## src/rtl/vending_machine_param.sv

```systemverilog
// -----------------------------------------------------------------------------
// vending_machine_param
//   Coin-operated vending controller. Credit is accumulated in 5-cent units.
//   When credit reaches PRICE it vends one product. Any excess is then returned
//   one coin per cycle, choosing the largest coin first.
//   Cancel refunds all accumulated credit, plus any coin presented in the same
//   cycle. A cancel always takes priority over a vend.
//
// Parameters
//   PRICE  product price in 5-cent units (1..30)
//   CW     width of the credit/change registers; must be able to hold PRICE+4
//
// Ports
//   clk     rising-edge clock
//   rst     asynchronous active-high reset
//   moeda   coin in: 00 none, 01 5c, 10 10c, 11 25c
//   cancel  refund request, level-sampled each cycle
//   D1      dispense pulse, one cycle per vend
//   T       change coin emitted this cycle (same coding as moeda)
//   busy    high while in VEND or CHANGE
//   rej     coin presented while busy (the coin is not credited)
// -----------------------------------------------------------------------------
module vending_machine_param #(
   parameter int PRICE = 5,
   parameter int CW    = 6
) (
   input  logic       clk,
   input  logic       rst,
   input  logic [1:0] moeda,
   input  logic       cancel,
   output logic       D1,
   output logic [1:0] T,
   output logic       busy,
   output logic       rej
);

   typedef enum logic [1:0] {COLLECT, VEND, CHANGE} state_t;

   state_t          state, state_n;
   logic [CW-1:0]   credit, credit_n;
   logic [CW-1:0]   change, change_n;
   logic [CW-1:0]   total;
   logic [1:0]      chg_coin;

   // Value of a coin code, in 5-cent units.
   function automatic logic [CW-1:0] coin_val(input logic [1:0] c);
      case (c)
         2'b01:   return CW'(1);
         2'b10:   return CW'(2);
         2'b11:   return CW'(5);
         default: return '0;
      endcase
   endfunction

   // Greedy change selection: return the largest coin that still fits.
   always_comb begin
      chg_coin = 2'b00;
      if (change >= CW'(5))      chg_coin = 2'b11;
      else if (change >= CW'(2)) chg_coin = 2'b10;
      else if (change != '0)     chg_coin = 2'b01;
   end

   always_ff @(posedge clk or posedge rst) begin
      if (rst) begin
         state  <= COLLECT;
         credit <= '0;
         change <= '0;
      end else begin
         state  <= state_n;
         credit <= credit_n;
         change <= change_n;
      end
   end

   always_comb begin
      state_n  = state;
      credit_n = credit;
      change_n = change;
      // Credit never exceeds PRICE-1 and a coin adds at most 5, so the total
      // is bounded by PRICE+4 and fits in CW bits.
      total    = credit + coin_val(moeda);
      case (state)
         COLLECT: begin
            if (cancel) begin
               // Refund takes priority over vending, even when this coin
               // would complete the price.
               if (total != '0) begin
                  state_n  = CHANGE;
                  change_n = total;
                  credit_n = '0;
               end
            end else if (moeda != 2'b00) begin
               if (total >= CW'(PRICE)) begin
                  state_n  = VEND;
                  credit_n = '0;
                  change_n = total - CW'(PRICE);
               end else begin
                  credit_n = total;
               end
            end
         end
         VEND: begin
            state_n = (change != '0) ? CHANGE : COLLECT;
         end
         CHANGE: begin
            change_n = change - coin_val(chg_coin);
            if (change_n == '0) state_n = COLLECT;
         end
         default: begin
            state_n = COLLECT;
         end
      endcase
   end

   // Outputs are decoded from registered state only. The exception is rej,
   // which must flag the coin in the same cycle it is presented.
   assign D1   = (state == VEND);
   assign busy = (state != COLLECT);
   assign T    = (state == CHANGE) ? chg_coin : 2'b00;
   assign rej  = busy && (moeda != 2'b00);

endmodule

```

## config.mk

```make
export PLATFORM = sky130hd
export DESIGN_NAME = vending_machine_param
export DESIGN_NICKNAME = d
export VERILOG_FILES = /design/src/rtl/vending_machine_param.sv
export SDC_FILE = /design/constraint.sdc
export NUM_CORES = 1
export LEC_CHECK = 0
export CAP_MARGIN = 20
export CORE_ASPECT_RATIO = 1.4
export CORE_UTILIZATION = 33
export DETAILED_ROUTE_END_ITERATION = 12
export PLACE_DENSITY = 0.49
export SYNTH_ARGS = -nofsm -noshare
export SYNTH_HDL_FRONTEND = slang
export SYNTH_SLANG_ARGS = --single-unit
```

## constraint.sdc

```tcl
create_clock -name clk -period 3.1 [get_ports clk]
set_input_delay 0.93 -clock clk [delete_from_list [all_inputs] [get_ports clk]]
set_output_delay 0.93 -clock clk [all_outputs]
set_load 0.01 [all_outputs]
```

==> impl_summary.txt, run 1 <==
----------------------------------------------------
[Power]
  Static leakage ... 0.909 nW
  VDD IR-drop max ... 0.354 mV
  Power Density ... 830 nW/um^2

[Critical path]
  Largest incremental delay on the critical path ... 0.32 ns
  Family with the most delay on the worst path ... compound AO/OA/AOI/OAI gates
  WP data required ... 3.24 ns
  Worst reg2reg path startpoint ... change[1]$_DFFE_PP0P_
  Critical path type ... in2reg
  Reg2reg path depth ... 10
  Buffering stage count on the worst path with inverters included ... 4
  Crit path cell chain ... buf_8 -> ha_4 -> buf_4 -> buf_4 -> buf_4 -> a211o_1 -> and2_4 -> a221oi_4 -> o21ai_2 -> a21oi_4 -> mux2_4
  Flop2flop setup slack ... 0.46 ns
  Endpoint class of the critical path ... register
  Worst path depth ... 11
  Worst path slowest cell ... a221oi_4
  Kind of launch point of the worst setup path ... input pin
  Cell repeated most along the worst path ... buf_4
  Data arrival time at the worst-slack endpoint ... 3.12 ns
  Critical Path Fanout Max ... 5
  First element of the critical path ... moeda[0]

[GRT]
  Initial antenna violation count ... 0
  First-pass GRT wire length ... 6830 um
  Met2 routing resource usage after global routing ... 0.369
  Met3 track demand over resource in global routing ... 0.0191
  Vias in the first global route ... 1462
  Maximum number of pins on one net before global-route repair ... 15
  Met1 Resource Use GR ... 0.214
  Overall global routing resource usage ... 0.191
  Global route overflow ... 0
  Most heavily used metal layer in global routing ... met2

[STA]
  Final hold violation count ... 0
  Peak clock frequency supported by timing ... 0.336 GHz
  Total count of max-transition violations in the final report ... 0
  Endpoints failing setup ... 0
  RSZ-0062 raised after global routing ... false
  Final worst-path cycle share ... 0.961
  Final worst path period need ... 2.98 ns
  Layout Skew ... 0.00209 ns
  Actual slew at the worst max-slew pin ... 0.565 ns
  Headroom to the max-slew limit ... 0.623

[Route]
  Average detailed-routed wire length per instance ... 14.5 um
  Via count ... 1396
  Initial DRC count ... 30
  Overall routed net length ... 3980 um
  Number of remaining DRC errors ... 0
  Via density ... 5.08
  Count of nets left with antenna violations after detail routing ... 0
  First-pass iteration count of the detailed router ... 4

[Logic synthesis]
  Combinational family with the most area after synthesis ... simple AND/OR/NAND/NOR gates
  Share of the yosys chip area belonging to registers ... 0.238
  Top cells by area in the synthesized netlist ... dfrtp_1 (24%), ha_1 (7.7%), inv_1 (4.1%)
  Yosys top cell area share ... 0.238
  Total of warnings raised by yosys ... 0
  Post-synthesis register bit count ... 14
  Leading area contributor after synthesis ... dfrtp_1
  Arithmetic-cell share of the synthesized area counting full adders, half adders and majority gates ... 0.104
  Mapped cell area ... 1470 um^2
  Synth Area in Compound Gates ... 0.237
  Number of library cell types mapped by synthesis ... 53
  Gate count of the mapped netlist ... 170
  Multiplexer area fraction after synthesis ... 0.0511
  Syn Nets ... 186
  Basic-gate share of the synthesized area counting and, or, nand and nor cells ... 0.250
  Average size of a mapped cell ... 8.65 um^2
  Post-synthesis share of cell area spent on xor and xnor gates ... 0.0528

[Worst hold path]
  Worst hold path stage count ... 2
  Type of the most critical hold path ... reg2reg
  Critical hold path startpoint ... change[0]$_DFFE_PP0P_

[Cells and area]
  Relative area change from synthesis to final layout ... 38.1%
  Summed area of non-filler cells in the final layout ... 2030 um^2
  Final-layout fill cell count ... 414
  Final design utilization ... 0.479
  Storage element area ... 350 um^2
  Footprint of the multi-input gates ... 1110 um^2
  Proportion of layout cells with a drive suffix above 1 ... 0.326
  Final layout net count ... 233
  Most frequent cells in the layout ... buf_4 (39), inv_1 (15), dfrtp_1 (14), nor2_1 (12), o21ai_0 (8)
  Ant diodes ... 0
  Leading cell type in the layout, fill and taps excluded ... buf_4

[Place]
  Post-DP HPWL ... 3220 um
  Port buffer count ... 9
  Total cell area at the placement stage ... 1840 um^2
  Final weighted congestion in routability-driven placement ... 0.840

[Floorplanning]
  Site row count ... 28
  Core footprint ... 4240 um^2
  Effective utilization at floorplan ... 0.347
  I/O pin total ... 10
  Die width ... 58.4 um
  Vertical die dimension ... 81.0 um
  Die Area ... 4730 um^2

[CTS]
  CTS Root Buffer Type ... clkbuf_8
  CTS tree ... yes
  Register clock-pin slew on the reported worst setup and hold paths ... 0.06 ns
  Number of buffers added by the clock tree synthesis step ... 3
  Maximum number of buffers from clock root to sink ... 2
  Total number of clock tree sinks ... 14
  H-tree levels ... 1
  Clock latency reported for the late side of the worst-skew pair ... 0.25 ns

[Status]
  Outcome ... completed

[Run]
  Max capacitance violation total ... 0

----------------------------------------------------
flip-flops by register name, indices dropped and copies added (netlist names):
name,count
state,2
change,6
credit,6
cells in the mapped netlist, drive strengths merged:
| library cell | number |
|---|---|
| inv | 16 |
| xor2 | 2 |
| a211o | 1 |
| and3 | 2 |
| a31oi | 2 |
| a22o | 3 |
| fa | 2 |
| a21o | 3 |
| o31ai | 1 |
| o211ai | 3 |
| buf | 3 |
| a221oi | 1 |
| nand2b | 3 |
| or2 | 2 |
| xnor2 | 6 |
| nor4 | 2 |
| o2bb2ai | 2 |
| a211oi | 4 |
| nor2 | 13 |
| o21bai | 1 |
| o22ai | 1 |
| mux2 | 3 |
| or3 | 3 |
| o21a | 1 |
| nand3 | 5 |
| nor3 | 4 |
| o311ai | 2 |
| or4 | 1 |
| o21ai | 9 |
| a21oi | 8 |
| nand2 | 7 |
| ha | 9 |
| nand4 | 4 |
| and2 | 8 |
| mux2i | 3 |
| nor4b | 3 |
| o221ai | 1 |
| dfrtp | 14 |
| clkbuf | 3 |
| nor2b | 7 |
| o211a | 2 |
report_power, final:
group,internal (mW),switching [mW]
Clock,0.0863,0.0679
Combinational,0.631,0.564
Sequential,0.247,0.0889
Total,0.964,0.720
tightest hold or removal path: stages (launching register included):
cell	delay [ns]
dfrtp_1	0.38
inv_1	0.08
mux2i_1	0.06
cells by family after synthesis:
family,Yosys count
AND/OR/NAND/NOR,64
AO/OA/AOI/OAI,45
buffers and inverters,22
flip-flops,14
adder cells (fa/ha/maj),11
XOR/XNOR,8
multiplexers,6
metal layers:
layer / up-vias / share of wire
li1: 701 / -
met1: 673 / 0.42
met2: 15 / 0.55
met3: 7 / 0.014
met4: 0 / 0.016
met5: - / 0
stage by stage:
step / hold WS, ns / power [mW] / cells / setup slack [ns] / TNS [ns]
2_1_floorplan: 0.480 / 1.08 / 170 / 0.0295 / 0
3_3_place_gp: 0.508 / 1.41 / 265 / -0.534 / -5.99
3_5_place_dp: 0.523 / 1.44 / 265 / -0.573 / -6.81
4_1_cts: 0.569 / 1.67 / 274 / 0.0200 / 0
5_1_grt: 0.600 / 1.84 / 275 / 0.000434 / 0
6_report: 0.561 / 1.68 / 275 / 0.122 / 0
area by class of cell:
type / instances / area share
tap: 60 / 0.0370
timing repair buffer: 48 / 0.192
clock buffer: 3 / 0.0203
multi-input combinational: 134 / 0.549
inverter: 16 / 0.0296
sequential: 14 / 0.173
worst paths after layout:
kind	to
setup / recovery	change[1]$_DFFE_PP0P_
hold / removal	change[0]$_DFFE_PP0P_
setup reg to reg	state[1]$_DFFE_PP0P_
hold reg to reg	change[0]$_DFFE_PP0P_
max in group asynchronous	credit[3]$_DFFE_PP0P_
min in group asynchronous	state[1]$_DFFE_PP0P_
timing repair:
action	4_1_cts	5_1_grt
resized for setup	17	9
buffers inserted	6	1
hold buffers	0	0
pin swaps	11	8
endpoints found under the setup margin	14	12
No activity file was read; power rests on OpenSTA's default activity.
==> inputs of run 2 (changes only) <==
--- a/config.mk
+++ b/config.mk
@@ -7,9 +7,10 @@
 export LEC_CHECK = 0
 export CAP_MARGIN = 20
 export CORE_ASPECT_RATIO = 1.4
-export CORE_UTILIZATION = 33
+export CORE_UTILIZATION = 39
+export CTS_CLUSTER_SIZE = 20
 export DETAILED_ROUTE_END_ITERATION = 12
-export PLACE_DENSITY = 0.49
+export PLACE_DENSITY = 0.56
 export SYNTH_ARGS = -nofsm -noshare
 export SYNTH_HDL_FRONTEND = slang
 export SYNTH_SLANG_ARGS = --single-unit
==> run 2 against run 1 <==
Sequential share of layout area increased by 0.58 points. First-iteration DRC count down 17%. Utilization rose by 6.5 points. Setup slack improved by 0.030 ns. Via count decreased by 1.5%. Final area fell by 3.3%. Total power fell by 1.7%. Die area down 15%. Largest cell class unchanged. Register-to-register slack worse by 0.07 ns. Largest power group unchanged. Clock skew up 0.0017 ns. Combinational power barely moved. Sequential cell count unchanged. Critical path type unchanged.
==> impl_summary.txt, run 2 (same netlist as run 1, synthesis figures left out) <==
----------------------------------------------------
[Status]
  Outcome ... completed (unchanged)

[Critical path]
  Worst path slowest cell ... or3_1 (was a221oi_4)
  Crit path cell chain ... clkdlybuf4s15_1 -> buf_4 -> and2_1 -> ha_4 -> buf_4 -> a21oi_2 -> or3_1 -> nand4_1 -> o21ai_2 -> a21oi_4 -> mux2_4 (was buf_8 -> ha_4 -> buf_4 -> buf_4 -> buf_4 -> a211o_1 -> and2_4 -> a221oi_4 -> o21ai_2 -> a21oi_4 -> mux2_4)
  Critical path type ... in2reg (unchanged)
  Largest incremental delay on the critical path ... 0.35 ns (was 0.32 ns)
  Data arrival time at the worst-slack endpoint ... 3.09 ns (was 3.12 ns)
  First element of the critical path ... moeda[1] (was moeda[0])
  Kind of launch point of the worst setup path ... input pin (unchanged)
  Critical Path Fanout Max ... 5 (unchanged)
  Cell repeated most along the worst path ... buf_4 (unchanged)
  Worst reg2reg path startpoint ... change[1]$_DFFE_PP0P_ (unchanged)
  Endpoint class of the critical path ... register (unchanged)
  WP data required ... 3.24 ns (about the same)

[Cells and area]
  Final non-filler cell total ... 249 (was 275)
  Storage element area ... 350 um^2 (unchanged)
  Summed area of non-filler cells in the final layout ... 1960 um^2 (was 2030 um^2)
  Final layout net count ... 225 (was 233)
  Most frequent cells in the layout ... buf_4 (31), inv_1 (15), dfrtp_1 (14), nor2_1 (11) (was buf_4 (39), inv_1 (15), dfrtp_1 (14), nor2_1 (12), o21ai_0 (8))
  Proportion of layout cells with a drive suffix above 1 ... 0.314 (was 0.326)
  Ant diodes ... 0 (unchanged)
  Leading cell type in the layout, fill and taps excluded ... buf_4 (unchanged)
  Footprint of the multi-input gates ... 1140 um^2 (was 1110 um^2)
  Relative area change from synthesis to final layout ... 33.6% (was 38.1%)
  Largest registers in the final layout ... change (6), credit (6), state (2) (unchanged)
  Final-layout fill cell count ... 335 (was 414)

[Route]
  First-pass iteration count of the detailed router ... 4 (unchanged)
  Overall routed net length ... 3900 um (was 3980 um)
  Via density ... 5.52 (was 5.08)
  Count of nets left with antenna violations after detail routing ... 0 (unchanged)
  Average detailed-routed wire length per instance ... 15.7 um (was 14.5 um)
  Total met2 wirelength after detailed routing ... 2140 um (was 2200 um)
  Met1 layer wirelength in the final routing ... 1590 um (was 1660 um)
  Initial DRC count ... 25 (was 30)
  Via count ... 1375 (was 1396)
  Top layer used by detailed routing ... met4 (unchanged)
  Metal3 WL ... 75 um (was 55 um)
  Number of remaining DRC errors ... 0 (unchanged)

[Place]
  Placed cells ... 242 (was 265)
  Final weighted congestion in routability-driven placement ... 0.836 (was 0.840)
  Post-DP HPWL ... 3150 um (was 3220 um)
  Total cell area at the placement stage ... 1780 um^2 (was 1840 um^2)
  Port buffer count ... 9 (unchanged)

[CTS]
  Total number of clock tree sinks ... 14 (unchanged)
  CTS Root Buffer Type ... clkbuf_8 (unchanged)
  H-tree levels ... 1 (unchanged)
  Maximum number of buffers from clock root to sink ... 2 (unchanged)
  CTS tree ... yes (unchanged)
  Register clock-pin slew on the reported worst setup and hold paths ... 0.06 ns (about the same)
  Clock latency reported for the late side of the worst-skew pair ... 0.25 ns (about the same)
  Number of buffers added by the clock tree synthesis step ... 3 (unchanged)

[GRT]
  Overall global routing resource usage ... 0.230 (was 0.191)
  First-pass GRT wire length ... 6720 um (was 6830 um)
  Initial antenna violation count ... 0 (unchanged)
  Maximum number of pins on one net before global-route repair ... 15 (unchanged)
  Global route overflow ... 0 (unchanged)
  Vias in the first global route ... 1499 (was 1462)

[Floorplanning]
  I/O pin total ... 10 (unchanged)
  Die Area ... 4020 um^2 (was 4730 um^2)
  Effective utilization at floorplan ... 0.407 (was 0.347)
  Vertical die dimension ... 74.6 um (was 81.0 um)
  Site row count ... 26 (was 28)
  Core footprint ... 3610 um^2 (was 4240 um^2)
  Die width ... 53.9 um (was 58.4 um)

[Worst hold path]
  Type of the most critical hold path ... reg2reg (unchanged)
  Critical hold path startpoint ... credit[0]$_DFFE_PP0P_ (was change[0]$_DFFE_PP0P_)

[STA]
  Final worst path period need ... 2.95 ns (was 2.98 ns)
  Final hold violation count ... 0 (unchanged)
  Endpoints failing setup ... 0 (unchanged)
  Headroom to the max-slew limit ... 0.579 (was 0.623)
  Worst hold slack after final layout ... 0.562 ns (was 0.561 ns)
  Final worst-path cycle share ... 0.951 (was 0.961)
  Actual slew at the worst max-slew pin ... 0.630 ns (was 0.565 ns)
  RSZ-0062 raised after global routing ... false (unchanged)
  Peak clock frequency supported by timing ... 0.339 GHz (was 0.336 GHz)
  Final total negative setup slack ... 0 ns (unchanged)
  Layout Skew ... 0.00375 ns (was 0.00209 ns)
  Total count of max-transition violations in the final report ... 0 (unchanged)

[Power]
  Internal power component ... 939 uW (was 964 uW)
  Static leakage ... 0.860 nW (was 0.909 nW)
  Sw frac ... 0.433 (was 0.428)
  Power Density ... 843 nW/um^2 (was 830 nW/um^2)
  Switch Pwr ... 716 uW (was 720 uW)
  VDD IR-drop max ... 0.506 mV (was 0.354 mV)
  Portion of total power attributed to the clock network ... 0.094 (was 0.092)
  Share of total power in combinational logic ... 0.703 (was 0.709)
  Flop pwr share ... 0.203 (was 0.199)
  Overall power of the completed layout ... 1.66 mW (was 1.68 mW)

[Run]
  Max capacitance violation total ... 0 (unchanged)

----------------------------------------------------
## run 2: cell count changes in the layout (fill, tap and decap cells not counted), sizes merged
| cell | before | now |
|---|---|---|
| buf | 41 | 32 |
| clkdlybuf4s15 | 0 | 1 |
## run 2: layer usage
metal | up-vias | global-route usage
met5 | - | 0
li1 | 688 | -
met4 | 0 | 0.117
met1 | 656 | 0.246
met3 | 11 | 0.0162
met2 | 20 | 0.435
## run 2: worst paths after layout
check | slack [ns] | to | depth (start not counted)
setup reg to reg | 0.39 | state[1]$_DFFE_PP0P_ | 10
min in group asynchronous | 1.06 | change[0]$_DFFE_PP0P_ | 2
hold reg to reg | 0.56 | credit[0]$_DFFE_PP0P_ | 1
setup / recovery | 0.15 | change[2]$_DFFE_PP0P_ | 11
max in group asynchronous | 1.64 | credit[2]$_DFFE_PP0P_ | 2
hold / removal | 0.56 | credit[0]$_DFFE_PP0P_ | 1
## run 2: cell type report
type / count / share of cell area
repair buffers: 40 / 0.162
inverters: 16 / 0.0318
well taps: 42 / 0.0268
multi-input cells: 134 / 0.580
clock buffers: 3 / 0.0210
flip-flops and latches: 14 / 0.178
## run 2: power by group through the flow
stage,registers [mW],clock network (mW),logic [mW]
floorplan,0.305,0,0.771
global placement,0.330,0,1.06
detailed placement,0.335,0,1.08
CTS,0.334,0.159,1.13
global route,0.349,0.165,1.28
finish,0.337,0.155,1.16
## run 2: through the flow
stage | util | setup WS, ns
6_report | 0.544 | 0.152
3_3_place_gp | 0.493 | -0.543
2_1_floorplan | - | 0.0295
4_1_cts | 0.528 | 0.0140
3_5_place_dp | 0.493 | -0.598
5_1_grt | 0.544 | 0.0432
## run 2: worst max-delay path, delay by kind of cell
kind / cells / cell delay (ns)
adder cells (fa/ha/maj): 1 / 0.29
buffers and inverters: 3 / 0.44
multiplexers: 1 / 0.32
AND/OR/NAND/NOR: 3 / 0.67
AO/OA/AOI/OAI: 3 / 0.41
## run 2: repair_timing
item	in CTS	in global routing
pin swaps	7	8
resized for setup	14	13
setup endpoints to repair	15	13
setup buffers	3	1
hold buffers	0	0
gates cloned	0	0
==> inputs of run 3 (changes only) <==
--- a/config.mk
+++ b/config.mk
@@ -5,6 +5,7 @@
 export SDC_FILE = /design/constraint.sdc
 export NUM_CORES = 1
 export LEC_CHECK = 0
+export ABC_CLOCK_PERIOD_IN_PS = 3100
 export CAP_MARGIN = 20
 export CORE_ASPECT_RATIO = 1.4
 export CORE_UTILIZATION = 39
==> results of run 3 <==
Same layout as run 2: the final DEF is identical, and so are final timing and power.
